===== config.mk =====
export PLATFORM = sky130hd
export DESIGN_NAME = garegga_gfx_rom_arb
export DESIGN_NICKNAME = d
export VERILOG_FILES = /design/src/rtl/garegga_gfx_rom_arb.sv
export SDC_FILE = /design/constraint.sdc
export NUM_CORES = 1
export LEC_CHECK = 0
export ABC_AREA = 1
export CORE_MARGIN = 8
export CORE_UTILIZATION = 48
export DETAILED_ROUTE_END_ITERATION = 6
export PLACE_DENSITY = 0.84
export SYNTH_ARGS = -nofsm -noshare
export SYNTH_HDL_FRONTEND = slang
export SYNTH_SLANG_ARGS = --single-unit
export TNS_END_PERCENT = 1

===== constraint.sdc =====
create_clock -name CLK -period 4 [get_ports CLK]
set_input_delay 0.8 -clock CLK [delete_from_list [all_inputs] [get_ports CLK]]
set_output_delay 0.8 -clock CLK [all_outputs]
set_load 0.01 [all_outputs]

===== src/rtl/garegga_gfx_rom_arb.sv =====
// Graphics-ROM port arbiter: shares one SDRAM slot between the four GP9001 tile fetchers (OBJ, SCR0-2).
// Optional last-address hit cache per requester is enabled by defining GFX_ARB_HITCACHE_EN.

module garegga_gfx_rom_arb #(
    parameter int unsigned AW       = 22,
    parameter int unsigned DW       = 32,
    parameter int unsigned OBJ_PRIO = 1,
    parameter int unsigned WDOG     = 255
) (
    input  logic            CLK,
    input  logic            RESET_N,
    input  logic [3:0]      REQ_CS,
    input  logic [4*AW-1:0] REQ_ADDR,
    output logic [3:0]      REQ_OK,
    output logic [4*DW-1:0] REQ_DOUT,
    output logic            ROM_CS,
    output logic [AW-1:0]   ROM_ADDR,
    input  logic            ROM_OK,
    input  logic [DW-1:0]   ROM_DOUT,
    output logic            BUSY,
    output logic            WDOG_ERR
);

    typedef enum logic [1:0] {
        IDLE  = 2'd0,
        ISSUE = 2'd1,
        DONE  = 2'd2
    } state_t;

    state_t        state;
    logic [1:0]    rr_ptr;
    logic [1:0]    gnt;
    logic [1:0]    win_idx;
    logic [1:0]    cand;
    logic          win_vld;
    logic          win_hit;
    logic [7:0]    wdog_cnt;
    logic [AW-1:0] req_addr_a [4];
    logic [DW-1:0] dout_q     [4];

    for (genvar g = 0; g < 4; g++) begin : g_lane
        assign req_addr_a[g]          = REQ_ADDR[g*AW +: AW];
        assign REQ_DOUT[g*DW +: DW]   = dout_q[g];
    end

    // OBJ may pre-empt the rotation; otherwise scan upward from the pointer with wrap.
    always_comb begin
        win_vld = 1'b0;
        win_idx = '0;
        cand    = '0;
        if (OBJ_PRIO != 0 && REQ_CS[0]) begin
            win_vld = 1'b1;
            win_idx = 2'd0;
        end else begin
            for (int unsigned i = 0; i < 4; i++) begin
                cand = rr_ptr + 2'(i);
                if (!win_vld && REQ_CS[cand]) begin
                    win_vld = 1'b1;
                    win_idx = cand;
                end
            end
        end
    end

`ifdef GFX_ARB_HITCACHE_EN
    logic [3:0]    hc_vld;
    logic [AW-1:0] hc_addr [4];

    assign win_hit = hc_vld[win_idx] && (hc_addr[win_idx] == req_addr_a[win_idx]);
`else
    assign win_hit = 1'b0;
`endif

    assign BUSY = (state != IDLE);

    always_ff @(posedge CLK or negedge RESET_N) begin
        if (!RESET_N) begin
            state    <= IDLE;
            REQ_OK   <= '0;
            ROM_CS   <= 1'b0;
            ROM_ADDR <= '0;
            WDOG_ERR <= 1'b0;
            rr_ptr   <= '0;
            gnt      <= '0;
            wdog_cnt <= '0;
            for (int unsigned i = 0; i < 4; i++) begin
                dout_q[i] <= '0;
            end
`ifdef GFX_ARB_HITCACHE_EN
            hc_vld <= '0;
            for (int unsigned i = 0; i < 4; i++) begin
                hc_addr[i] <= '0;
            end
`endif
        end else begin
            case (state)
                IDLE: begin
                    REQ_OK <= '0;
                    if (win_vld) begin
                        gnt      <= win_idx;
                        rr_ptr   <= win_idx + 2'd1;
                        wdog_cnt <= '0;
                        if (win_hit) begin
                            REQ_OK[win_idx] <= 1'b1;
                            state           <= DONE;
                        end else begin
                            ROM_CS   <= 1'b1;
                            ROM_ADDR <= req_addr_a[win_idx];
                            state    <= ISSUE;
                        end
                    end
                end

                ISSUE: begin
                    if (ROM_OK) begin
                        ROM_CS <= 1'b0;
                        // A requester that withdrew keeps its previous data and gets no pulse.
                        if (REQ_CS[gnt]) begin
                            dout_q[gnt] <= ROM_DOUT;
                            REQ_OK[gnt] <= 1'b1;
`ifdef GFX_ARB_HITCACHE_EN
                            hc_vld[gnt]  <= 1'b1;
                            hc_addr[gnt] <= ROM_ADDR;
`endif
                        end
                        state <= DONE;
                    end else if (wdog_cnt == 8'(WDOG)) begin
                        ROM_CS      <= 1'b0;
                        dout_q[gnt] <= '0;
                        if (REQ_CS[gnt]) begin
                            REQ_OK[gnt] <= 1'b1;
                        end
`ifdef GFX_ARB_HITCACHE_EN
                        hc_vld[gnt] <= 1'b0;
`endif
                        WDOG_ERR <= 1'b1;
                        state    <= DONE;
                    end else begin
                        wdog_cnt <= wdog_cnt + 8'd1;
                    end
                end

                DONE: begin
                    REQ_OK <= '0;
                    state  <= IDLE;
                end

                default: begin
                    state <= IDLE;
                end
            endcase
        end
    end

endmodule


==> impl_metrics.toml <==
[run_status]
status = "complete, but fails checks"
violations = "design-rule violations"

[clock_tree]
clock-sinks = 170
hold_buffers = 0
cts_inserted_buffers = 17
cts_setup_buffers = 0
path_clk_slew_ps = 60
worstSkewPairLatency_ps = 420
tritoncts = "built"
cts-root-buf = "clkbuf_16"
cts_max_path_buffers = 2
cts-htree-levels = 4
cts_resized = 0

[finish]
fillers = 1201
nNetsFinal = 1368
drive_gt1_frac = 0.0559
area_delta_synth_final_pct = 46.4

[synth]
syn_nets = 1100
synth_top_area_frac = 0.549
yosysTopAreaCell = "dfrtp_1"
seq_area_frac_synth = 0.549
synth.most_common_cell = "nand2_1"
yosysUniqueCellTypes = 30
synthTopCellsByArea = "dfrtp_1 55%, nand2_1 19%, o21ai_0 8.7%"
synth_ff_type = "dfrtp_1"
ys_ff_latch = 170
synth_edf_count = 0
synth_cells = 972
async_flop_share = 1.00
synthTopCellsByCount = "394 x nand2_1, 170 x dfrtp_1, 135 x o21ai_0, 107 x inv_1, 53 x nand3_1"
yosysWarnings = 0
syn_area_per_cell_um2 = 7.97
syn-cell-area_mm2 = 0.00774

[pwr]
clkPwrFrac = 0.200
power.switching_w = 0.00323
netSwitchingFraction = 0.373
pwr-share-comb = 0.471
power.density_mw_per_mm2 = 764
seq_power_share = 0.330
leakagePower_nw = 5.57
power_w = 0.00867
ir_drop_uv = 372
cell_internal_pwr_w = 0.00544

[setup_path]
worstSetupEndpointType = "flop"
cp_data_arrival_time_ps = 2910
crit_required_ps = 4290
start_kind = "primary input"
worst-setup-path-type = "primary input to flop"
worstPathMaxFanout = 23

[sta]
postLayoutSetupSlackWorst_ps = 1380
tns_ps = 0
period_share = 0.656
finalClockSkew_ps = 8.78
hold_violations = 0
fmax_mhz = 381
setup_viol = 0
slew_headroom = 0.539
worstMarginPinSlew_ps = 692
drv_slew = 0
rsz0062_at_grt = "false"
period_minus_slack_ps = 2620

[floorplanning]
std_cell_rows = 46
die-area_mm2 = 0.0205
start_util = 0.489
fp.dieW_um = 143
ios = 284
core-area_mm2 = 0.0158
die_h_um = 143

[detailed_routing]
antenna_left = 0
drt_first_pass_iters = 7
vias = 7321
drc = 3
post_drt_wl_per_cell_um = 16.7
drtIter0Drc = 505
vias_per_cell = 4.98
routed_wl_mm = 24.6

[run]
maxCapViolations = 0

[place]
dpl.hpwl_mm = 18.1
place_ws_ps = 949
portBuffers = 283
gp_congestion = 0.902

[grt]
use_met1 = 0.289
gr-usage-met2 = 0.411
grt_use_met3 = 0.0548
antenna_found_initial = 1
grt_busiest_layer = "met2"
grt_max_degree = 78
grt_pass1_vias = 7212
grt_pass1_wl_mm = 38.7
grt_use_total = 0.243
gr-total-overflow = 0

[hold_path]
hp-class = "primary input to async pin"
## power groups by stage
stage / combinational (W) / clock [W] / sequential, W
6_report: 0.00408 / 0.00173 / 0.00286
3_5_place_dp: 0.00410 / 0 / 0.00286
5_1_grt: 0.00449 / 0.00182 / 0.00294
4_1_cts: 0.00413 / 0.00175 / 0.00285
2_1_floorplan: 0.00175 / 0 / 0.00314
3_3_place_gp: 0.00400 / 0 / 0.00284
## sequential cells by signal (all words and copies together), names as in the netlist
register / flops
REQ_DOUT: 128
ROM_ADDR: 22
wdog_cnt: 8
REQ_OK: 4
gnt: 2
rr_ptr: 2
state: 2
ROM_CS: 1
WDOG_ERR: 1
## worst paths after layout
path / cells after the start / start / slack [ps] / end
worst max-delay path: 13 / REQ_CS[0] / 1380 / rr_ptr[1]
worst min-delay path: 1 / RESET_N / 400 / REQ_DOUT[48]
worst max register to register: 11 / wdog_cnt[0] / 1490 / REQ_DOUT[76]
worst min register to register: 1 / WDOG_ERR / 460 / WDOG_ERR
max in group asynchronous: 2 / RESET_N / 2650 / REQ_OK[1]
min in group CLK: 1 / WDOG_ERR / 460 / WDOG_ERR
## per-stage QoR
stage / hold WS (ps) / instances / area, um2 / util
floorplan: 459 / 972 / 7740 / -
global placement: 445 / 1437 / 10700 / 0.677
detailed placement: 447 / 1437 / 10700 / 0.677
CTS: 414 / 1468 / 11300 / 0.716
global route: 457 / 1469 / 11300 / 0.717
finish: 397 / 1469 / 11300 / 0.717
## cell type report
| class | instances | area [um2] | share of cell area |
|---|---|---|---|
| sequential | 170 | 4250 | 0.375 |
| clock buffer | 25 | 485 | 0.0428 |
| clock inverter | 6 | 136 | 0.0120 |
| antenna | 1 | 2.50 | 0.000221 |
| tap | 216 | 270 | 0.0238 |
| timing repair buffer | 295 | 2940 | 0.259 |
| multi-input combinational | 642 | 2830 | 0.249 |
| inverter | 114 | 428 | 0.0377 |
## worst max-delay path, cell delays in order
cell             delay [ps]
clkdlybuf4s50_1         440
inv_1                   160
nand2_1                 100
nand3_2                  80
nand2_2                 100
nor2_8                  150
nand2_2                  70
nor2_4                   90
nor2_1                   70
nor2_4                  490
nand2_1                 180
nand2_1                 100
o21ai_1                  60
## per-layer routing
| metal | vias up | share of wire |
|---|---|---|
| met5 | - | 0 |
| met4 | 0 | 0.035 |
| met3 | 45 | 0.072 |
| met2 | 252 | 0.51 |
| met1 | 3473 | 0.39 |
| li1 | 3551 | - |
## cells in the final DEF, fill, tap and decap left out, drive strengths merged, types with 2 or more instances in the layout
| cell | Yosys | final |
|---|---|---|
| nand2 | 406 | 406 |
| clkbuf | 26 | 25 |
| o22ai | 2 | 2 |
| bufinv | 0 | 4 |
| clkdlybuf4s50 | 0 | 282 |
| dfrtp | 170 | 170 |
| nand3 | 56 | 56 |
| buf | 20 | 13 |
| o21ai | 137 | 137 |
| nor3 | 3 | 3 |
| a21oi | 7 | 7 |
| inv | 114 | 114 |
| nor2 | 25 | 25 |
## logic make-up after synthesis
kind of cell	Yosys count	synth area share
simple gates	491	0.264
flops	170	0.549
buf+inv	160	0.0855
compound gates	149	0.0982
xor+xnor	1	0.00113
fa+ha+maj	1	0.00162
No activity file was read; power rests on OpenSTA's default activity.
